[src/rtl/data_mem_arbiter_pkg.sv]
`default_nettype none
// ============================================================================
//  Module   : arb_pkg
//  Purpose  : Shared types and constants for the data-memory arbiter.
//  Revision : 1.0 - initial release
// ============================================================================
package arb_pkg;

  // Arbiter operating mode: open round-robin or external burst lock.
  typedef enum logic [0:0] {
    ARB_S  = 1'b0,
    LOCK_S = 1'b1
  } arb_state_e;

  // Requester identifiers; also the bit positions in the picker vectors.
  localparam logic PORT_CPU = 1'b0;
  localparam logic PORT_EXT = 1'b1;

  // Width of the burst beat counter.
  localparam int BURST_W = 8;

endpackage : arb_pkg
`default_nettype wire

[src/rtl/data_mem_arbiter_rr_pick2.sv]
`default_nettype none
// ============================================================================
//  Module   : rr_pick2
//  Purpose  : Combinational two-way round-robin picker. On contention the
//             requester that was not granted last wins.
//  Revision : 1.0 - initial release
// ============================================================================
module rr_pick2
  import arb_pkg::*;
(
  input  logic [1:0] req,
  input  logic       last,
  output logic [1:0] gnt
);

  // Single requester passes straight through; contention favours the other port.
  always_comb begin
    gnt = '0;
    if (req == 2'b11) begin
      if (last == PORT_EXT) begin
        gnt[PORT_CPU] = 1'b1;
      end else begin
        gnt[PORT_EXT] = 1'b1;
      end
    end else begin
      gnt = req;
    end
  end

endmodule : rr_pick2
`default_nettype wire

[src/rtl/data_mem_arbiter.sv]
`default_nettype none
// ============================================================================
//  Module   : data_mem_arbiter
//  Purpose  : Shares the single-port data memory between the CPU load/store
//             path and an external loader/DMA port. One access per cycle,
//             round-robin with a bounded external burst lock. Stalls the CPU
//             while its access is outstanding.
//  Revision : 1.0 - initial release
// ============================================================================
module data_mem_arbiter
  import arb_pkg::*;
#(
  parameter int ADDR_W    = 16,
  parameter int DATA_W    = 16,
  parameter int MAX_BURST = 8
)(
  input  logic              clk,
  input  logic              rst,
  input  logic              cpu_req,
  input  logic              cpu_we,
  input  logic [ADDR_W-1:0] cpu_addr,
  input  logic [DATA_W-1:0] cpu_wdata,
  output logic [DATA_W-1:0] cpu_rdata,
  output logic              cpu_stall,
  input  logic              ext_req,
  input  logic              ext_we,
  input  logic [ADDR_W-1:0] ext_addr,
  input  logic [DATA_W-1:0] ext_wdata,
  input  logic              ext_lock,
  output logic              ext_gnt,
  output logic              ext_rvalid,
  output logic [DATA_W-1:0] ext_rdata,
  output logic [ADDR_W-1:0] mem_addr,
  output logic [DATA_W-1:0] mem_wdata,
  output logic              mem_read,
  output logic              mem_write,
  input  logic [DATA_W-1:0] mem_rdata
);

  arb_state_e           state_q, state_d;
  logic                 rr_last_q, rr_last_d;
  logic [BURST_W-1:0]   burst_cnt_q, burst_cnt_d;
  logic                 cpu_rd_pend_q, cpu_rd_pend_d;
  logic                 ext_rd_pend_q, ext_rd_pend_d;
  logic [ADDR_W-1:0]    addr_hold_q, addr_hold_d;
  logic [DATA_W-1:0]    wdata_hold_q, wdata_hold_d;

  logic                 cpu_req_eff;
  logic                 lock_exit;
  logic                 lock_hold;
  logic                 pick_last;
  logic [1:0]           pick_gnt;
  logic                 cpu_grant;
  logic                 ext_grant;

  // In a load-return cycle the CPU request still belongs to the finished load.
  assign cpu_req_eff = cpu_req & ~cpu_rd_pend_q;

  // Lock ends when the requester releases it or the beat budget is spent;
  // the exit decision is taken before this cycle's grant.
  assign lock_exit = (state_q == LOCK_S) &&
                     (!ext_lock || (burst_cnt_q == BURST_W'(MAX_BURST)));
  assign lock_hold = (state_q == LOCK_S) && !lock_exit;

  // Leaving a lock counts as an external grant so the CPU wins next.
  assign pick_last = lock_exit ? PORT_EXT : rr_last_q;

  rr_pick2 u_pick (
    .req  ({ext_req, cpu_req_eff}),
    .last (pick_last),
    .gnt  (pick_gnt)
  );

  // Grant selection: lock serves only the external port, reset grants nothing.
  always_comb begin
    cpu_grant = 1'b0;
    ext_grant = 1'b0;
    if (!rst) begin
      if (lock_hold) begin
        ext_grant = ext_req;
      end else begin
        cpu_grant = pick_gnt[PORT_CPU];
        ext_grant = pick_gnt[PORT_EXT];
      end
    end
  end

  // Memory port mux; address/data hold their last value when idle.
  always_comb begin
    mem_addr  = addr_hold_q;
    mem_wdata = wdata_hold_q;
    mem_read  = 1'b0;
    mem_write = 1'b0;
    if (rst) begin
      mem_addr  = '0;
      mem_wdata = '0;
    end else if (cpu_grant) begin
      mem_addr  = cpu_addr;
      mem_wdata = cpu_wdata;
      mem_read  = ~cpu_we;
      mem_write = cpu_we;
    end else if (ext_grant) begin
      mem_addr  = ext_addr;
      mem_wdata = ext_wdata;
      mem_read  = ~ext_we;
      mem_write = ext_we;
    end
  end

  assign addr_hold_d  = mem_addr;
  assign wdata_hold_d = mem_wdata;

  assign cpu_stall  = ~rst & ((cpu_req_eff & ~cpu_grant) | (cpu_grant & ~cpu_we));
  assign ext_gnt    = ext_grant;
  assign ext_rvalid = ~rst & ext_rd_pend_q;
  assign ext_rdata  = ext_rvalid ? mem_rdata : '0;
  assign cpu_rdata  = (~rst & cpu_rd_pend_q) ? mem_rdata : '0;

  // Next-state: mode, round-robin pointer, beat counter and return flags.
  always_comb begin
    state_d       = state_q;
    rr_last_d     = rr_last_q;
    burst_cnt_d   = burst_cnt_q;
    cpu_rd_pend_d = cpu_grant & ~cpu_we;
    ext_rd_pend_d = ext_grant & ~ext_we;

    if (cpu_grant) begin
      rr_last_d = PORT_CPU;
    end else if (ext_grant || lock_exit) begin
      rr_last_d = PORT_EXT;
    end

    if (lock_hold) begin
      if (ext_grant) begin
        burst_cnt_d = burst_cnt_q + BURST_W'(1);
      end
    end else if (ext_grant && ext_lock) begin
      state_d     = LOCK_S;
      burst_cnt_d = BURST_W'(1);
    end else begin
      state_d     = ARB_S;
      burst_cnt_d = '0;
    end
  end

  // State registers with synchronous reset; CPU wins the first contention.
  always_ff @(posedge clk) begin
    if (rst) begin
      state_q       <= ARB_S;
      rr_last_q     <= PORT_EXT;
      burst_cnt_q   <= '0;
      cpu_rd_pend_q <= 1'b0;
      ext_rd_pend_q <= 1'b0;
      addr_hold_q   <= '0;
      wdata_hold_q  <= '0;
    end else begin
      state_q       <= state_d;
      rr_last_q     <= rr_last_d;
      burst_cnt_q   <= burst_cnt_d;
      cpu_rd_pend_q <= cpu_rd_pend_d;
      ext_rd_pend_q <= ext_rd_pend_d;
      addr_hold_q   <= addr_hold_d;
      wdata_hold_q  <= wdata_hold_d;
    end
  end

endmodule : data_mem_arbiter
`default_nettype wire

[config.mk]
export PLATFORM = sky130hd
export DESIGN_NAME = data_mem_arbiter
export DESIGN_NICKNAME = d
export VERILOG_FILES = /design/src/rtl/data_mem_arbiter_pkg.sv /design/src/rtl/data_mem_arbiter_rr_pick2.sv /design/src/rtl/data_mem_arbiter.sv
export SDC_FILE = /design/constraint.sdc
export NUM_CORES = 1
export LEC_CHECK = 0
export BUFFER_PORTS_ARGS = -buffer_cell sky130_fd_sc_hd__buf_2
export CORE_UTILIZATION = 47
export DETAILED_ROUTE_END_ITERATION = 8
export PLACE_DENSITY = 0.89
export SYNTH_ARGS = -nofsm -noshare
export SYNTH_HDL_FRONTEND = slang
export SYNTH_HIERARCHICAL = 1
export SYNTH_SLANG_ARGS = --single-unit
[constraint.sdc]
create_clock -name clk -period 3.3 [get_ports clk]
set_input_delay 0.33 -clock clk [delete_from_list [all_inputs] [get_ports clk]]
set_output_delay 0.33 -clock clk [all_outputs]
set_load 0.02 [all_outputs]
==> run summary <==
Status - finished, violations left
Failing checks - negative setup slack
Routed wire length - 14300 um
Critical path endpoint category - output pin
Top-area cell type share of the netlist area - 26.6%
FF+latch count, synth - 44
Final hold violations - 0
Clk_skew - 0.0225 ns
Reg clk slew, reported paths - 0.08 ns
Post-Syn Area per Cell - 9.27 um2
Placed Area - 4130 um2
Worst slew margin - 24.2%
Placer Congestion - 0.890
Fin. max-slew vios - 0
Setup WS post-layout - -0.337 ns
Share of cells above drive strength 1 - 51.3%
Startpoint Class - flip-flop
WP data arrival - 3.31 ns
CTS H-Tree Depth - 2
DR vias/cell - 6.65
Largest net degree at the start of global routing - 43
Final Cycle Share - 110%
Crit path kind - reg -> out
IO Port Bufs - 155
Cell variety after synth - 39
Worst hold path class - in -> reg
Synth-to-layout area growth - 58.8%
# clock sinks - 44
NumNets Final - 614
Synth cell count leaders - a221o_1 (64), dfxtp_1 (44), inv_1 (40)
Clock Latency Late Sink - 0.32 ns
Syn Nets - 447
Worst R2R End - burst_cnt_q[5]
I/O Pins - 156
CTS tree - done
GRT overflow - 0
DPL Wire Length - 6870 um
Inserted Clock Buffers - 5
First-pass DRT Iterations - 7
Vias - 4137
Top FF cell, synth - dfxtp_1
Crit-path max FO - 7
N_diodes - 0
Post-synth EDFFs - 0
First-pass GRT wire length - 16900 um
Post-synthesis sequential area ratio - 26.6%
Cell taking the most area after synthesis - dfxtp_1
# setup viols final - 36
Crit path launch - burst_cnt_q[1]
Post-CTS Hold Buffers - 0
Fmax - 275 MHz
Root Driver - clkbuf_8
Worst Tran Pin Value - 1.14 ns
DR iter-0 viols - 364
# Max-Cap Violations - 0
Post-synth ARST share - 0%
Clock Path Buffers - 2
Count leader, synth - a221o_1
Vias in the first global route - 3601
Finished Core Util - 77.6%
Syn. warnings - 6
Reg2Reg Depth - 14
Final Cell Area - 5270 um2
Register Area - 886 um2
Post-Synthesis Cell Area - 3320 um2
Final ANT Viol Nets - 0
Top cells by area, synth - dfxtp_1 (27%), a221o_1 (19%), nor3b_1 (7.2%)
Min Tclk post-route - 3.64 ns
Antenna violations before repair - 0
Routed WL per cell - 23.1 um
FF-to-FF Start - burst_cnt_q[1]
Dpl cells - 582
DR DRC count - 0
R2r setup slk - 0.35 ns
Die width - 86.0 um
Cells after synthesis - 358
Initial core utilization - 48.8%
Worst Path Required - 2.97 ns
Filler cells - 413
CP Capture Point - mem_addr[15]
Setup Slack @ Placement - -0.156 ns
Power density over cell area - 335 nW/um2
Peak VDD IR - 0.216 mV
Leak - 2.26 nW
Post-Layout Cell Count - 622
Rows - 30
Core area - 6790 um2
Final Power - 1.77 mW
Multi-input gate area - 2440 um2
Die height - 86.0 um
Die area - 7400 um2
Global Route Usage Sum - 28.8%
RSZ-0062 raised after global routing - yes
-- per-layer routing --
layer  track usage, %  share of wire (%)  vias to the layer above
met5                0                  0                        -
met4             12.4                5.9                        0
met3             5.58                9.8                       85
met2             53.0                 50                      350
met1             31.9                 34                     1963
li1                 -                  -                     1739
-- logic make-up (layout without fill, tap and decap cells) --
family          Yosys count  count (layout)  share of synthesized area (%)
simple gates            104             104                           20.4
buf+inv                  82             247                           13.2
fa+ha+maj                 2               2                          0.754
mux                       5               5                           1.51
xor+xnor                  3               3                          0.792
compound gates          118             121                           36.9
flops                    44              44                           26.6
-- how the worst min path moves through the flow --
| stage | from | end | slack [ns] | cells past startpoint |
|---|---|---|---|---|
| finish | cpu_we | cpu_rd_pend_q | 0.22 | 2 |
| global route | cpu_we | cpu_rd_pend_q | 0.21 | 2 |
| CTS | cpu_we | cpu_rd_pend_q | 0.22 | 2 |
| detailed placement | burst_cnt_q[7] | burst_cnt_q[7] | 0.48 | 2 |
| global placement | burst_cnt_q[7] | burst_cnt_q[7] | 0.47 | 2 |
| floorplan | cpu_we | cpu_rd_pend_q | 0.40 | 1 |
-- power by group --
group | total (mW) | switching, mW | internal [mW] | leakage (nW)
registers | 0.588 | 0.0147 | 0.574 | 0.363
clock network | 0.437 | 0.211 | 0.225 | 0.0552
logic | 0.742 | 0.394 | 0.348 | 1.84
-- final cells by class --
type                       instances  share of cell area [%]
multi-input combinational        235                    46.4
timing repair buffer             199                    29.6
sequential                        44                    16.8
inverter                          40                    2.90
tap                               96                    2.28
clock buffer                       6                    1.38
clock inverter                     2                   0.665
-- sequential cells by signal (all words and copies together), names as in the netlist --
name	cells
addr_hold_q	16
wdata_hold_q	16
burst_cnt_q	8
cpu_rd_pend_q	1
ext_rd_pend_q	1
rr_last_q	1
state_q	1
-- repair_timing --
action | in CTS | in global routing
endpoints found under the setup margin | 36 | 36
buffers inserted | 5 | 11
resized for setup | 40 | 97
pin swaps | 3 | 33
cloned | 5 | 11
-- stage by stage --
stage | hold WS, ns | TNS [ns]
2_1_floorplan | 0.402 | 0
3_3_place_gp | 0.468 | -0.0363
3_5_place_dp | 0.478 | -0.986
4_1_cts | 0.215 | 0
5_1_grt | 0.207 | -7.76
6_report | 0.217 | -6.30
-- critical path, cell delays in order, from the launching register on --
cell and delay, ns:
dfxtp_4 0.38, inv_4 0.05, ha_4 0.15, nand4bb_1 0.16, o21ai_2 0.07, nand2_1 0.12
nand2b_1 0.12, a21boi_2 0.24, nor4b_4 0.28, buf_6 0.19, a21oi_4 0.13, a2111oi_1 0.69
a221o_1 0.22, buf_2 0.17
-- placed cells by master, fill, tap and decap left out, drive strengths merged --
| cell | count |
|---|---|
| xor2 | 2 |
| a21o | 1 |
| o2111ai | 2 |
| a21boi | 4 |
| nand4 | 2 |
| bufinv | 1 |
| and3b | 1 |
| inv | 40 |
| a211o | 2 |
| nand2b | 7 |
| a21oi | 8 |
| mux2i | 5 |
| nand2 | 7 |
| dfxtp | 44 |
| nor3 | 2 |
| o31ai | 1 |
| bufbuf | 1 |
| nor2 | 5 |
| nor3b | 32 |
| nand3 | 4 |
| or3 | 2 |
| and4bb | 1 |
| and2 | 34 |
| nand4bb | 1 |
| a221o | 64 |
| nor4b | 2 |
| clkinv | 1 |
| o21ai | 1 |
| clkbuf | 14 |
| xnor2 | 1 |
| a211oi | 2 |
| nor2b | 4 |
| ha | 2 |
| a2111oi | 35 |
| buf | 190 |
| o221ai | 1 |
No activity file was read; power rests on OpenSTA's default activity.
